`config.mk`:
```
export PLATFORM = sky130hd
export DESIGN_NAME = multicycle_controller
export DESIGN_NICKNAME = d
export VERILOG_FILES = /design/src/rtl/multicycle_controller.sv
export SDC_FILE = /design/constraint.sdc
export NUM_CORES = 1
export LEC_CHECK = 0
export ABC_AREA = 1
export CAP_MARGIN = 40
export CORE_UTILIZATION = 38
export CTS_CLUSTER_SIZE = 16
export DETAILED_ROUTE_END_ITERATION = 8
export GPL_TIMING_DRIVEN = 1
export PLACE_DENSITY = 0.9
export SETUP_SLACK_MARGIN = 0.4
export SYNTH_ARGS = -nofsm -noshare
export SYNTH_HDL_FRONTEND = slang
export SYNTH_SLANG_ARGS = --single-unit
export TNS_END_PERCENT = 5
```
`constraint.sdc`:
```
create_clock -name clk -period 4.91 [get_ports clk]
set_clock_uncertainty 0.1 [all_clocks]
set_input_delay 1.2275 -clock clk [delete_from_list [all_inputs] [get_ports clk]]
set_output_delay 1.2275 -clock clk [all_outputs]
set_load 0.01 [all_outputs]
```
`src/rtl/multicycle_controller.sv`:
```
// Purpose: main control FSM for the multicycle RV32I core; drives every datapath select/enable.
// Latency: 3-5 cycles per instruction (lw 5; sw/R/I/jal 4; beq/lui 3; illegal op 2).
// Backpressure: none; the FSM free-runs one state per clock with no stall input.
module multicycle_controller #(
   parameter int STATE_W = 4
) (
   input  logic               clk,
   input  logic               reset_n,
   input  logic [6:0]         op,
   input  logic [2:0]         funct3,
   input  logic               funct7b5,
   input  logic               Zero,
   output logic               PCWrite,
   output logic               AdrSrc,
   output logic               MemWrite,
   output logic               IRWrite,
   output logic [1:0]         ResultSrc,
   output logic [1:0]         ALUSrcA,
   output logic [1:0]         ALUSrcB,
   output logic [2:0]         ALUControl,
   output logic               RegWrite,
   output logic [2:0]         ImmSrc,
   output logic               instr_done,
   output logic               illegal_op,
   output logic [STATE_W-1:0] state_dbg
);

   typedef enum logic [3:0] {
      S_FETCH    = 4'd0,
      S_DECODE   = 4'd1,
      S_MEMADR   = 4'd2,
      S_MEMREAD  = 4'd3,
      S_MEMWB    = 4'd4,
      S_MEMWRITE = 4'd5,
      S_EXECR    = 4'd6,
      S_EXECI    = 4'd7,
      S_ALUWB    = 4'd8,
      S_BEQ      = 4'd9,
      S_JAL      = 4'd10,
      S_LUI      = 4'd11
   } state_t;

   typedef enum logic [1:0] {
      ALU_ADD  = 2'd0,
      ALU_SUB  = 2'd1,
      ALU_FUNC = 2'd2
   } aluop_t;

   localparam logic [6:0] OP_LW  = 7'b0000011;
   localparam logic [6:0] OP_SW  = 7'b0100011;
   localparam logic [6:0] OP_R   = 7'b0110011;
   localparam logic [6:0] OP_I   = 7'b0010011;
   localparam logic [6:0] OP_BEQ = 7'b1100011;
   localparam logic [6:0] OP_JAL = 7'b1101111;
   localparam logic [6:0] OP_LUI = 7'b0110111;

   state_t state, next;
   aluop_t aluop;
   logic   pcupdate, branch, memwrite_s, irwrite_s, regwrite_s, done_s, illegal_s;

   // State register; reset lands in FETCH immediately, even mid-instruction.
   always_ff @(posedge clk or negedge reset_n) begin
      if (!reset_n) state <= S_FETCH;
      else          state <= next;
   end

   // Next-state and Moore outputs per state; unreachable codes fall back to FETCH with enables low.
   always_comb begin
      next       = S_FETCH;
      pcupdate   = 1'b0;
      branch     = 1'b0;
      AdrSrc     = 1'b0;
      memwrite_s = 1'b0;
      irwrite_s  = 1'b0;
      regwrite_s = 1'b0;
      done_s     = 1'b0;
      illegal_s  = 1'b0;
      ResultSrc  = 2'b00;
      ALUSrcA    = 2'b00;
      ALUSrcB    = 2'b00;
      aluop      = ALU_ADD;
      case (state)
         S_FETCH: begin
            next      = S_DECODE;
            irwrite_s = 1'b1;
            pcupdate  = 1'b1;
            ALUSrcB   = 2'b10;
            ResultSrc = 2'b10;
         end
         S_DECODE: begin
            // Branch target PC+imm is computed here so BEQ can compare rs1/rs2 next cycle.
            ALUSrcA = 2'b01;
            ALUSrcB = 2'b01;
            case (op)
               OP_LW, OP_SW: next = S_MEMADR;
               OP_R:         next = S_EXECR;
               OP_I:         next = S_EXECI;
               OP_BEQ:       next = S_BEQ;
               OP_JAL:       next = S_JAL;
               OP_LUI:       next = S_LUI;
               default: begin
                  next      = S_FETCH;
                  illegal_s = 1'b1;
               end
            endcase
         end
         S_MEMADR: begin
            next    = (op == OP_LW) ? S_MEMREAD : S_MEMWRITE;
            ALUSrcA = 2'b10;
            ALUSrcB = 2'b01;
         end
         S_MEMREAD: begin
            next   = S_MEMWB;
            AdrSrc = 1'b1;
         end
         S_MEMWB: begin
            ResultSrc  = 2'b01;
            regwrite_s = 1'b1;
            done_s     = 1'b1;
         end
         S_MEMWRITE: begin
            AdrSrc     = 1'b1;
            memwrite_s = 1'b1;
            done_s     = 1'b1;
         end
         S_EXECR: begin
            next    = S_ALUWB;
            ALUSrcA = 2'b10;
            aluop   = ALU_FUNC;
         end
         S_EXECI: begin
            next    = S_ALUWB;
            ALUSrcA = 2'b10;
            ALUSrcB = 2'b01;
            aluop   = ALU_FUNC;
         end
         S_ALUWB: begin
            regwrite_s = 1'b1;
            done_s     = 1'b1;
         end
         S_BEQ: begin
            ALUSrcA = 2'b10;
            aluop   = ALU_SUB;
            branch  = 1'b1;
            done_s  = 1'b1;
         end
         S_JAL: begin
            next     = S_ALUWB;
            ALUSrcA  = 2'b01;
            ALUSrcB  = 2'b10;
            pcupdate = 1'b1;
         end
         S_LUI: begin
            ResultSrc  = 2'b11;
            regwrite_s = 1'b1;
            done_s     = 1'b1;
         end
         default: next = S_FETCH;
      endcase
   end

   // ALU operation decode; sub only for R-type funct3=000 with funct7b5 set (addi ignores bit 30).
   always_comb begin
      ALUControl = 3'b000;
      case (aluop)
         ALU_SUB: ALUControl = 3'b001;
         ALU_FUNC: begin
            case (funct3)
               3'b000:  ALUControl = (funct7b5 & op[5]) ? 3'b001 : 3'b000;
               3'b010:  ALUControl = 3'b101;
               3'b110:  ALUControl = 3'b011;
               3'b111:  ALUControl = 3'b010;
               default: ALUControl = 3'b000;
            endcase
         end
         default: ALUControl = 3'b000;
      endcase
   end

   // Immediate format follows the opcode in every state so extend is always ready.
   always_comb begin
      case (op)
         OP_SW:   ImmSrc = 3'b001;
         OP_BEQ:  ImmSrc = 3'b010;
         OP_JAL:  ImmSrc = 3'b011;
         OP_LUI:  ImmSrc = 3'b100;
         default: ImmSrc = 3'b000;
      endcase
   end

   // Enables and pulses are held low while reset is asserted, independent of the clock.
   assign PCWrite    = reset_n & (pcupdate | (branch & Zero));
   assign MemWrite   = reset_n & memwrite_s;
   assign IRWrite    = reset_n & irwrite_s;
   assign RegWrite   = reset_n & regwrite_s;
   assign instr_done = reset_n & done_s;
   assign illegal_op = reset_n & illegal_s;
   assign state_dbg  = STATE_W'(state);

endmodule
```
Word-level counts from Yosys, hierarchy flattened
Cells that the tools add are included.
{ "word_totals": {"register_bits": 4, "input_bits": 14, "output_inout_bits": 23} }
{ "classes": {"eq_ne": 23, "n_mux": 20, "n_bitwise": 9, "n_reduce_logical": 13} }
{ "ops": {"columns": ["cell", "count"], "rows": [
  ["3-bit one-hot mux with 4 select lines", 2],
  ["4-bit one-hot mux with 6 select lines", 1],
  ["7-bit by 6-bit == test with 1-bit output (second input constant)", 3],
  ["4-bit one-hot mux with 5 select lines", 1],
  ["4-bit by 3-bit == test with 1-bit output (second input constant)", 4],
  ["4-bit == test (second input constant)", 4],
  ["7-bit == test (second input constant)", 2],
  ["2-bit one-hot mux with 2 select lines", 3],
  ["1-bit 2-to-1 mux", 10],
  ["2-bit OR reduction", 5],
  ["3-bit OR reduction", 3],
  ["1-bit bitwise AND", 8],
  ["4-bit by 2-bit == test with 1-bit output (second input constant)", 2],
  ["7-bit by 2-bit == test with 1-bit output (second input constant)", 1],
  ["7-bit by 5-bit == test with 1-bit output (second input constant)", 1],
  ["7-bit OR reduction", 1],
  ["3-bit == test (second input constant)", 2],
  ["2-bit one-hot mux with 3 select lines", 1],
  ["3-bit one-hot mux with 2 select lines", 1],
  ["5-bit OR reduction", 1],
  ["4-bit by 1-bit == test with 1-bit output (second input constant)", 1],
  ["4-bit zero test", 1],
  ["4-bit OR reduction", 1],
  ["3-bit by 2-bit == test with 1-bit output (second input constant)", 1],
  ["other kinds (5)", 5]
]} }

Longest topological paths before layout
{ "logic_depth": {"word_depth": 5, "ltp_mapped": 9, "mapped_depth_nobuf": 9} }

Worst setup path before layout
No wires, ideal clock.
{ "synth_path": {"path_kind": "input to output", "from": "input port op[0]", "to": "output port ImmSrc[0]", "arrival_ps": 1877, "required_ps": 3583, "setup_slack_ps": 1705, "cell_stages": 4, "path_buffers": 0, "cell_sequence": "nand2_1 > nor2_2 > nand2_1 > o21ai_0"} }
{ "synth_between": {"elab_chain_cells": 2, "word_cells_on_any_way": 5, "classes_between": "4 x eq/ne; 1 x mux"} }
{ "synth_rtl": {"columns": ["element", "line", "source"], "rows": [
  ["from (decl)", "9", "input logic [6:0] op,"],
  ["7-bit by 6-bit == test with 1-bit output or 7-bit == test (tied branches)", "182", "case (op)"],
  ["3-bit one-hot mux with 4 select lines *", "182", null],
  ["to (decl)", "22", "output logic [2:0] ImmSrc,"]
]} }
Mark *: on every way between the ends. The rest lies on a longest branch, timed or not.

Worst setup path in the final report
{ "layout_path": {"from": "input port op[3]", "to": "output port ImmSrc[0]"} }
The elaborated chain is that of the path after synthesis.

==> key figures <==
Place
  – Pre-CTS WS: 0.7673 ns
  – Post-DP HPWL: 1382 um
  – Placed cell count: 158
  – GPL Wtd Cong: 0.8026
  – Buffers added on ports: 36

Synthesis
  – Syn Inst Count: 107
  – Register area share after synthesis: 17.09%
  – Average cell area after synthesis: 5.473 um2
  – Main synth FF type: dfrtp_1
  – Mapped cell area: 585.6 um2
  – Synth unique cells: 23
  – Post-synth top area share: 19.87%
  – Synthesized net count: 123
  – Post-synth ARST share: 100.0%
  – Synth top area cells: nand2_1, dfrtp_1, nor2_1, inv_1, nand3_1
  – Synth area leader: nand2_1
  – Syn. warnings: 0
  – FF+latch count, synth: 4
  – EDFF count, synth: 0

Timing
  – Final setup fails: 0
  – Final setup margin: 0.7595 ns
  – Count of final hold-check violations: 0
  – Post-route setup TNS: 0 ns
  – Final cycle utilization of the critical path: 84.53%
  – Fin crit period: 4.151 ns
  – Slew @ Worst Pin: 0.2929 ns
  – Slew Limit Fails: 0
  – Slew headroom: 80.41%
  – Hold Worst Slack: 0.5434 ns
  – Fmax: 0.2409 GHz
  – RSZ-0062 raised after global routing: false

Cells and area
  – Final Net Count: 164
  – Max FFs per register: 4
  – Core Util, Final: 72.25%
  – Layout area overhead: 68.59%
  – Share of cells above drive strength 1: 11.64%
  – Diode count: 0
  – Non-Filler Instances: 161

Global routing
  – Largest net degree at the start of global routing: 8
  – Initial antenna violation count: 0
  – Grt total ovfl: 0
  – First-pass GRT wire length: 2594 um
  – Vias in the first global route: 704
  – GRT Util Overall: 23.04%

Clocking
  – CTS Hold Bufs: 0
  – Skew-Pair Late Insertion Delay: 0.23 ns
  – Clk buf depth: 2
  – Reg clk slew, reported paths: 0.03 ns
  – CTS resizes: 0
  – Clock root cell: clkbuf_4
  – Cts bufs inserted: 3
  – Clk sink count: 4
  – Setup bufs post-CTS: 0
  – # H-tree levels: 1
  – CTS tree: done

Floorplanning
  – DIE WIDTH: 41.26 um
  – Top-level I/O count: 37
  – Core area: 1366 um2
  – Row cnt: 13
  – Die Ht: 41.26 um
  – DIE AREA: 1702 um2
  – Starting Density: 42.86%

Detailed routing
  – Routed wire length: 1562 um
  – Pre-antenna DRT Iters: 4
  – Vias: 785
  – Number of remaining DRC errors: 0
  – WL per Instance: 9.702 um
  – Vias per Instance: 4.876
  – Starting DRT DRC Count: 12
  – Remaining antenna violation count: 0

Setup path
  – Element type at the critical path start: primary input
  – Critical Path Sink Type: output pin
  – CP Class: in -> out
  – WP data required: 3.58 ns
  – CP arrival: 2.82 ns
  – Register-to-Register Setup Slack: 3.59 ns
  – CP max FO: 5

Pwr
  – Maximum vdd drop: 199.2 uV
  – Cell Pwr Density: 266.9 nW/um2
  – Clock share of power: 14.5%
  – Switching share of power: 40.48%
  – Comb pwr share: 66.7%
  – Power Internal: 156.8 uW
  – Switching power: 106.6 uW
  – Flop pwr share: 18.8%
  – Leak: 0.4854 nW

Status
  – Status: completed

Run
  – Max cap viols: 0

Min path
  – Hold crit path type: reg -> reg
-- critical path: stages --
cell             delay, ns
clkdlybuf4s50_1       0.42
inv_1                 0.09
nand2_1               0.08
nor2_2                0.18
nand2_1               0.11
o21ai_0               0.16
clkdlybuf4s50_1       0.56
-- layout make-up --
cell class / instances / area [um2]
Sequential cell: 4 / 100.1
Timing Repair Buffer: 36 / 360.3
Fill cell: 120 / 379.1
Clock buffer: 3 / 22.52
Tap cell: 15 / 18.77
Multi-Input combinational cell: 81 / 402.9
Inverter: 22 / 82.58
-- per-stage QoR --
| stage | cell area (um2) | total power [mW] |
|---|---|---|
| floorplan | 585.6 | 0.1348 |
| global placement | 964.7 | 0.2210 |
| detailed placement | 964.7 | 0.2259 |
| CTS | 987.2 | 0.2661 |
| global route | 987.2 | 0.2863 |
| finish | 987.2 | 0.2635 |
-- cell usage after synthesis, types with 2 or more instances --
cell type	count
dfrtp_1	4
nand3_1	8
nor2_4	2
nor2_1	20
nand3_2	2
nand2_2	2
inv_2	4
nor2_2	2
nor3_1	2
inv_1	17
ha_1	2
nand2_1	31
-- power groups by stage --
stage	clock network (mW)	logic, mW	registers (mW)
6_report	0.0381	0.176	0.0496
5_1_grt	0.0429	0.192	0.0509
4_1_cts	0.0399	0.177	0.0497
3_5_place_dp	0	0.176	0.0499
3_3_place_gp	0	0.172	0.0494
2_1_floorplan	0	0.0844	0.0504
-- worst paths after layout --
check,to,from,cells after the start
max,ImmSrc[0],op[3],7
min,state_dbg[0],state_dbg[2],3
max reg2reg,state_dbg[2],state_dbg[1],5
min reg2reg,state_dbg[0],state_dbg[2],3
max in group asynchronous,state_dbg[2],reset_n,1
min in group asynchronous,state_dbg[0],reset_n,1
-- cell families (layout without fill, tap and decap cells) --
logic type	count (synthesis)	in the layout	synth area share [%]
buffers and inverters	22	61	14.10
AOI/OAI and AO/OA	7	7	7.692
adders and majority gates	2	2	4.273
and+or+nand+nor	72	72	56.84
DFF	4	4	17.09
-- per-layer routing --
layer	GRT usage, %	wire length [um]	vias to the layer above
met2	48.83	831	27
met5	0	0	-
met4	4.839	0	0
li1	-	-	412
met3	3.261	87	0
met1	22.55	643	346
-- layout by cell type, fill, tap and decap left out --
master | netlist | final
inv_2 | 4 | 4
nor2_1 | 20 | 20
clkinv_1 | 1 | 1
nor3_1 | 2 | 2
nand2_4 | 1 | 1
nand2_2 | 2 | 2
nand2_1 | 31 | 31
nand3_1 | 8 | 8
nor2_2 | 2 | 2
o221ai_1 | 1 | 1
clkbuf_4 | 0 | 3
o21ai_0 | 1 | 1
nand3_2 | 2 | 2
a21boi_0 | 1 | 1
or2_2 | 1 | 1
a31oi_1 | 1 | 1
clkdlybuf4s50_1 | 0 | 36
dfrtp_1 | 4 | 4
nand4_1 | 1 | 1
o211ai_1 | 1 | 1
a21oi_1 | 1 | 1
nor2_4 | 2 | 2
ha_1 | 2 | 2
inv_1 | 17 | 17
o21ai_1 | 1 | 1
Power figures use the tool's default switching activity.
